==> src/rtl/trig_lut_scheduler.sv <==
// trig_lut_scheduler
//   Accepts one trig request at a time (function select + integer angle in
//   degrees), folds the angle into a quadrant and a 0..89 reduced angle,
//   pulses the matching LUT enable for one cycle, waits LUT_LATENCY cycles
//   for the LUT result and presents it on a valid/ready response port.
//   Illegal requests (func 6/7 or angle >= 360) bypass the LUT and answer
//   with rsp_err=1 and rsp_data=0.
//
// Configuration macros:
//   DATA_WIDTH        data width, normally supplied by src/defines.v
//                     (falls back to 32 when not defined)
//   TRIG_SIGN_FIX_EN  when defined, the MSB (IEEE-754 sign) of the captured
//                     result is replaced by the sign of the function in the
//                     request's quadrant
//
// Ports:
//   clk           rising-edge clock
//   reset         synchronous active-high reset
//   req_valid     request present
//   req_ready     scheduler idle and able to accept a request
//   req_func      0 sin, 1 cos, 2 tan, 3 csc, 4 sec, 5 cot (6/7 illegal)
//   req_angle     angle in integer degrees (legal 0..359)
//   lut_en        one-hot LUT enable, bit i selects function i
//   lut_quadrant  quadrant of the request (0..3)
//   lut_angle     reduced angle (0..89)
//   lut_data      LUT result, IEEE-754 double
//   rsp_valid     response present
//   rsp_ready     consumer accepts the response
//   rsp_data      response result
//   rsp_err       request was illegal

`ifndef DATA_WIDTH
`define DATA_WIDTH 32
`endif

module trig_lut_scheduler #(
  parameter int LUT_LATENCY = 1
) (
  input  logic                     clk,
  input  logic                     reset,
  input  logic                     req_valid,
  output logic                     req_ready,
  input  logic [2:0]               req_func,
  input  logic [`DATA_WIDTH-1:0]   req_angle,
  output logic [5:0]               lut_en,
  output logic [1:0]               lut_quadrant,
  output logic [`DATA_WIDTH-1:0]   lut_angle,
  input  logic [2*`DATA_WIDTH-1:0] lut_data,
  output logic                     rsp_valid,
  input  logic                     rsp_ready,
  output logic [2*`DATA_WIDTH-1:0] rsp_data,
  output logic                     rsp_err
);

  localparam int DW = `DATA_WIDTH;
  // WAIT counts down from LUT_LATENCY-1 so that the capture edge falls
  // exactly LUT_LATENCY cycles after the lut_en cycle.
  localparam logic [3:0] WAIT_INIT = 4'(LUT_LATENCY - 1);

  typedef enum logic [2:0] {IDLE, REDUCE, ISSUE, WAIT, RESP} state_t;

  state_t        state;
  logic [2:0]    func_q;
  logic [DW-1:0] angle_q;
  logic [3:0]    wait_cnt;

  logic          legal;
  logic [1:0]    quad_c;
  logic [DW-1:0] reduced_c;
  logic [2*DW-1:0] captured;

  // Quadrant folding by comparison and subtraction; the 270..359 branch is
  // only meaningful for legal angles, illegal ones never reach the LUT.
  always_comb begin
    legal = (func_q <= 3'd5) && (angle_q < DW'(360));
    if (angle_q < DW'(90)) begin
      quad_c    = 2'd0;
      reduced_c = angle_q;
    end else if (angle_q < DW'(180)) begin
      quad_c    = 2'd1;
      reduced_c = angle_q - DW'(90);
    end else if (angle_q < DW'(270)) begin
      quad_c    = 2'd2;
      reduced_c = angle_q - DW'(180);
    end else begin
      quad_c    = 2'd3;
      reduced_c = angle_q - DW'(270);
    end
  end

`ifdef TRIG_SIGN_FIX_EN
  logic negative;

  // sin/csc negative in q2,q3; cos/sec in q1,q2; tan/cot in q1,q3.
  always_comb begin
    case (func_q)
      3'd0, 3'd3: negative = lut_quadrant[1];
      3'd1, 3'd4: negative = lut_quadrant[1] ^ lut_quadrant[0];
      default:    negative = lut_quadrant[0];
    endcase
    captured = lut_data;
    captured[2*DW-1] = negative;
  end
`else
  always_comb begin
    captured = lut_data;
  end
`endif

  always_ff @(posedge clk) begin
    if (reset) begin
      state        <= IDLE;
      req_ready    <= 1'b1;
      lut_en       <= '0;
      lut_quadrant <= '0;
      lut_angle    <= '0;
      rsp_valid    <= 1'b0;
      rsp_data     <= '0;
      rsp_err      <= 1'b0;
      wait_cnt     <= '0;
      func_q       <= '0;
      angle_q      <= '0;
    end else begin
      case (state)
        IDLE: begin
          if (req_valid && req_ready) begin
            func_q    <= req_func;
            angle_q   <= req_angle;
            req_ready <= 1'b0;
            state     <= REDUCE;
          end
        end
        REDUCE: begin
          if (!legal) begin
            rsp_valid <= 1'b1;
            rsp_err   <= 1'b1;
            rsp_data  <= '0;
            state     <= RESP;
          end else begin
            lut_quadrant <= quad_c;
            lut_angle    <= reduced_c;
            lut_en       <= 6'b000001 << func_q;
            state        <= ISSUE;
          end
        end
        ISSUE: begin
          lut_en   <= '0;
          wait_cnt <= WAIT_INIT;
          state    <= WAIT;
        end
        WAIT: begin
          if (wait_cnt == 4'd0) begin
            rsp_data  <= captured;
            rsp_err   <= 1'b0;
            rsp_valid <= 1'b1;
            state     <= RESP;
          end else begin
            wait_cnt <= wait_cnt - 4'd1;
          end
        end
        RESP: begin
          if (rsp_ready) begin
            rsp_valid <= 1'b0;
            req_ready <= 1'b1;
            state     <= IDLE;
          end
        end
        default: state <= IDLE;
      endcase
    end
  end

endmodule

==> config.mk <==
export PLATFORM = sky130hd
export DESIGN_NAME = trig_lut_scheduler
export DESIGN_NICKNAME = d
export VERILOG_FILES = /design/src/rtl/trig_lut_scheduler.sv
export SDC_FILE = /design/constraint.sdc
export NUM_CORES = 1
export LEC_CHECK = 0
export CAP_MARGIN = 20
export CORE_ASPECT_RATIO = 0.5
export CORE_MARGIN = 2
export CORE_UTILIZATION = 45
export DETAILED_ROUTE_END_ITERATION = 6
export PLACE_DENSITY = 0.83
export SYNTH_ARGS = -nofsm -noshare
export SYNTH_HDL_FRONTEND = slang
export SYNTH_SLANG_ARGS = --single-unit
==> constraint.sdc <==
create_clock -name clk -period 2.9 [get_ports clk]
set_clock_uncertainty 0.2 [all_clocks]
set_input_delay 0.725 -clock clk [delete_from_list [all_inputs] [get_ports clk]]
set_output_delay 0.725 -clock clk [all_outputs]
set_load 0.005 [all_outputs]
Word level (Yosys, flattened, before mapping)
Index checks and enable logic that the tools add are counted.
W data, S select, Z words.
{"block": "word_totals", "register_bits": 149, "latchBits": 0, "mem_bits_rw": 0, "mem_bits_ro": 0, "in_bits": 103, "output_inout_bits": 107, "elab_cells": 75, "memories": 0}
{"block": "classes", "n_addsub": 4, "mul": 0, "div_mod_pow": 0, "magnitude_cmp": 5, "n_eq_ne": 10, "shifts": 1, "n_mux": 27, "n_bitwise": 0, "reduce_logical": 17}
{"op": "$mux W64", "n": 2}
{"op": "$pmux W64 S2", "n": 1}
{"op": "$mux W32", "n": 3}
{"op": "$lt A32 B9 Y1 const B", "n": 2}
{"op": "$lt A32 B7 Y1 const B", "n": 1}
{"op": "$lt A32 B8 Y1 const B", "n": 1}
{"op": "$sub A32 B7 Y32 const B", "n": 1}
{"op": "$sub A32 B8 Y32 const B", "n": 1}
{"op": "$sub A32 B9 Y32 const B", "n": 1}
{"op": "$pmux W3 S5", "n": 1}
{"op": "$mux W3", "n": 4}
{"op": "$ne A2 B2 Y1 const B", "n": 6}
{"op": "$pmux W6 S2", "n": 1}
{"op": "$reduce_and A3 Y1", "n": 3}
{"op": "$pmux W4 S2", "n": 1}
{"op": "$reduce_and A2 Y1", "n": 4}
{"op": "$reduce_bool A2 Y1", "n": 4}
{"op": "$mux W1", "n": 7}
{"op": "$eq A3 B2 Y1 const B", "n": 2}
{"op": "$mux W6", "n": 1}
{"op": "$shl A1 B3 Y6 const A", "n": 1}
{"op": "$logic_not A4 Y1", "n": 1}
{"op": "$mux W2", "n": 2}
{"op": "$mux W4", "n": 1}
{"op": "10 further kinds", "n": 12}

Depth between registers and ports, before layout
{"block": "depth", "word_depth": 4, "mapped_depth": 9, "depth_no_buf": 8}

Worst setup path before layout
Ideal clock, no wire load.
{"block": "synth_timing", "path_kind": "register -> register", "startpoint": "reg angle_q[25]", "endpoint": "reg lut_angle[11]", "setup_ps": 115, "t_arrival_ps": 2012, "required_time_ps": 2585, "setup_slack_ps": 573, "stages_incl_launch_ff": 9, "path_buffers": 2, "synth_period_minus_slack_ps": 2327, "path_cell_list": "dfxtp_1 > nor4_1 > nand4_1 > or2_1 > buf_2 > nor3_1 > a31oi_1 > buf_2 > o21a_1"}
{"block": "synth_via", "elab_chain_len": 4, "word_cells_on_any_way": 9, "cone_classes": "order compare (4); mux (3); reduce/logical (2)"}
{"item": "start, declared", "line_no": "64", "source": "logic [DW-1:0] angle_q;"}
{"item": "start signal, assigned", "line_no": "128", "source": "angle_q <= req_angle;"}
{"item": "$lt A32 B9 Y1", "line_no": "82", "source": "end else if (angle_q < DW'(270)) begin"}
{"item": "$mux W32", "line_no": "82"}
{"item": "$mux W32", "line_no": "79", "source": "end else if (angle_q < DW'(180)) begin"}
{"item": "$mux W32", "line_no": "76", "source": "if (angle_q < DW'(90)) begin"}
{"item": "end signal, assigned", "line_no": "141", "source": "lut_angle <= reduced_c;"}
{"item": "end, declared", "line_no": "47", "source": "output logic [`DATA_WIDTH-1:0] lut_angle,"}
Parallel ways exist; a longest one is shown, timed or not.
A chain may end at the register's enable or synchronous reset.

Final worst setup path
{"block": "layout_timing", "startpoint": "reg angle_q[25]", "endpoint": "reg lut_en[4]"}
{"block": "layout_via", "elab_chain_len": 4}
{"item": "$lt A32 B9 Y1", "line_no": "75", "source": "legal = (func_q <= 3'd5) && (angle_q < DW'(360));"}
{"item": "$logic_and A1 B1 Y1", "line_no": "75"}
{"item": "$ne A2 B2 Y1 (no source line)"}
{"item": "$reduce_and A2 Y1 (no source line)"}
{"item": "end signal, assigned", "line_no": "142", "source": "lut_en <= 6'b000001 << func_q;"}
{"item": "end, declared", "line_no": "45", "source": "output logic [5:0] lut_en,"}
No other way between the ends.

==> flow_summary.yaml <==
placed_design:
  dp_slack_ps: 254
  gp_congestion: 0.890
  place.port_buffers: 209
  dp_hpwl_um: 11200
global_route:
  grt_pass1_wl_um: 25800
  met2_usage: 0.393
  grt_use_total: 0.231
  grt_pass1_vias: 5296
  busiest_layer: "met2"
  grt_max_degree: 71
  antenna_found_initial: 0
  grt_util_met1: 0.297
  grt_use_met3: 0.0430
  grt.overflow.total: 0
logic_synthesis:
  syn_area_mm2: 0.00582
  ys_ff_latch: 149
  synth.top_cells.by_area: "dfxtp_1 51%, a21oi_1 11%, nand2_1 11%"
  syn-num-nets: 821
  synth_cell_types: 48
  synth_seq_area_share: 0.513
  avgSynthCellArea_um2: 8.17
  synth_top_cell_area_share: 0.513
  synthCells: 712
  ys_warn_count: 0
  synth.largest_area_cell: "dfxtp_1"
power_and_ir_drop:
  leakagePower_nw: 3.09
  swShare: 0.239
  seqPwrFrac: 0.435
  p_int_mw: 3.78
  p_switching_mw: 1.19
  clkPwrFrac: 0.440
  power_density_mw_per_mm2: 572
  combPwrFrac: 0.126
  peakVddDrop_uv: 346
cts:
  cts.path.max_buffers: 2
  clk_latency_ps: 400
  cts_resized: 0
  clkSlewWorstSetupHoldPaths_ps: 60
  cts_buffers: 17
  cts_tree: "built"
  htree_levels: 4
  clock-sinks: 149
  post-cts-setup-buffers: 0
  cts_root_buf: "clkbuf_16"
  cts_hold_buf: 0
final_layout:
  final_cell_mix: "208 x clkdlybuf4s50_1, 163 x nand2_1, 149 x dfxtp_1"
  area_growth_pct: 49.5
  drive_gt1_frac: 0.0644
  layout_commonest_cell: "clkdlybuf4s50_1"
  nets: 1016
  insertedDiodeCount: 0
worst_hold_path:
  min_from: "rsp_data[0]$_SDFFE_PP0P_"
  min_path_type: "flip-flop to flip-flop"
  worstHoldPathCells: 2
  holdPathEnd: "rsp_data[0]$_SDFFE_PP0P_"
floorplanning:
  io_pins: 210
  start_util: 0.461
  dieArea_mm2: 0.0139
  die-height_um: 84.4
  die_w_um: 165
  core_area_mm2: 0.0126
  rows: 29
drt:
  via_per_inst: 5.21
  first_pass_iters: 5
  antenna_left: 0
  routed_wl_um: 16200
  routedWlPerCell_um: 14.9
  drtIter0Drc: 453
  drcViolationCount: 0
  vias: 5661
sta:
  tightest_slew_ps: 705
  setup_slack_ps: 255
  finalCritPeriodShare: 0.912
  drv_slew: 0
  hold_ws_ps: 248
  fin_crit_ps: 2640
  finalSetupTns_ps: 0
  hold_viol_final: 0
  fmax_mhz: 378
  rsz0062_at_grt: "false"
  finalSetupViolCount: 0
  timing.max_slew.rel_slack: 0.530
critical_path:
  regToRegSetupSlack_ps: 260
  slowest_stage: "or3_1"
  ff2ff_path_depth: 6
  cp.arrival_ps: 2770
  r2r_start: "angle_q[25]$_SDFFE_PP0P_"
  start_kind: "flip-flop"
  cp.required_ps: 3030
  crit_type: "flip-flop to flip-flop"
  path_cells: "nor4_1 > nand4_1 > or2_1 > or3_1 > or4b_1 > a21oi_1"
  cp_max_fo: 9
  timing.rr.end: "lut_en[4]$_SDFFE_PP0P_"
  cp-end-kind: "flip-flop"
  slowest_delay_ps: 580
job:
  drv_cap: 0
status:
  status: "finished, final reports clean"
logic make-up (layout without fill, tap and decap cells):
group           count (synthesis)  after routing  synth area share
flops                         149            149             0.513
compound gates                182            182             0.183
xor+xnor                        3              3           0.00452
simple gates                  308            308             0.242
fa+ha+maj                       6              6            0.0129
buf+inv                        64            268            0.0445
how the worst max path moves through the flow:
stage          slack, ps                         end                startpoint
6_report             260      lut_en[4]$_SDFFE_PP0P_  angle_q[25]$_SDFFE_PP0P_
3_3_place_gp         290      lut_en[4]$_SDFFE_PP0P_  angle_q[25]$_SDFFE_PP0P_
2_1_floorplan        570  lut_angle[11]$_SDFFE_PP0P_  angle_q[25]$_SDFFE_PP0P_
5_1_grt              110      lut_en[4]$_SDFFE_PP0P_  angle_q[31]$_SDFFE_PP0P_
4_1_cts              240      lut_en[4]$_SDFFE_PP0P_  angle_q[25]$_SDFFE_PP0P_
3_5_place_dp         250      lut_en[4]$_SDFFE_PP0P_  angle_q[25]$_SDFFE_PP0P_
layout make-up:
| cell class | count | area (um^2) |
|---|---|---|
| Clock buffer | 19 | 453 |
| Timing Repair Buffer | 231 | 2290 |
| Fill cell | 1047 | 3930 |
| Multi-Input combinational cell | 499 | 2590 |
| Inverter | 9 | 33.8 |
| Clock inverter | 9 | 130 |
| Tap cell | 170 | 213 |
| Sequential cell | 149 | 2980 |
state kept, by name, indices dropped and copies added, names as in the netlist:
name,flops
angle_q,32
func_q,3
lut_angle,32
lut_en,6
lut_quadrant,2
req_ready,1
rsp_data,64
rsp_err,1
rsp_valid,1
state,3
wait_cnt,4
cell usage after synthesis (all sizes together):
cell	instances
or2	4
nor2	22
nor4	11
o21ai	10
or4	2
ha	6
clkbuf	39
o31ai	2
o41ai	1
o22ai	1
o211a	1
xnor2	1
o31a	1
nor3	4
nand3b	3
nand2b	2
nor2b	1
and2	14
xor2	2
nand2	163
a41o	1
a31oi	4
a211oi	2
nand3	68
o21a	13
inv	9
a2111oi	3
o211ai	5
or4b	2
and3	1
a21oi	123
a32oi	1
buf	16
nand4b	3
a211o	3
o311ai	1
or3	4
a21o	4
dfxtp	149
nand4	2
nor3b	2
o21bai	4
o311a	2
power by group through the flow:
stage                     Clock [mW]  Combinational [mW]  Sequential [mW]
after global placement             0               0.615             2.20
after floorplan                    0               0.331             2.19
final                           2.19               0.624             2.16
after detailed placement           0               0.619             2.20
after global routing            2.30               0.683             2.17
after CTS                       2.23               0.626             2.16
worst max-delay path, delay by kind of cell (launching register included):
kind | cells | cell delay (ps)
and+or+nand+nor | 5 | 1900
DFF | 1 | 310
AOI/OAI and AO/OA | 1 | 160
metal layers:
layer	vias to the layer above	routed length [um]
met4	0	233
met2	166	7880
met3	18	926
met5	-	0
met1	2648	7180
li1	2829	-
stage by stage:
| stage | utilization | cells | area, um^2 | power [mW] |
|---|---|---|---|---|
| 2_1_floorplan | - | 712 | 5820 | 2.52 |
| 3_3_place_gp | 0.643 | 1058 | 8120 | 2.82 |
| 3_5_place_dp | 0.643 | 1058 | 8120 | 2.82 |
| 4_1_cts | 0.689 | 1086 | 8700 | 5.01 |
| 5_1_grt | 0.689 | 1086 | 8700 | 5.15 |
| 6_report | 0.689 | 1086 | 8700 | 4.97 |
(Power assumes the default switching activity.)
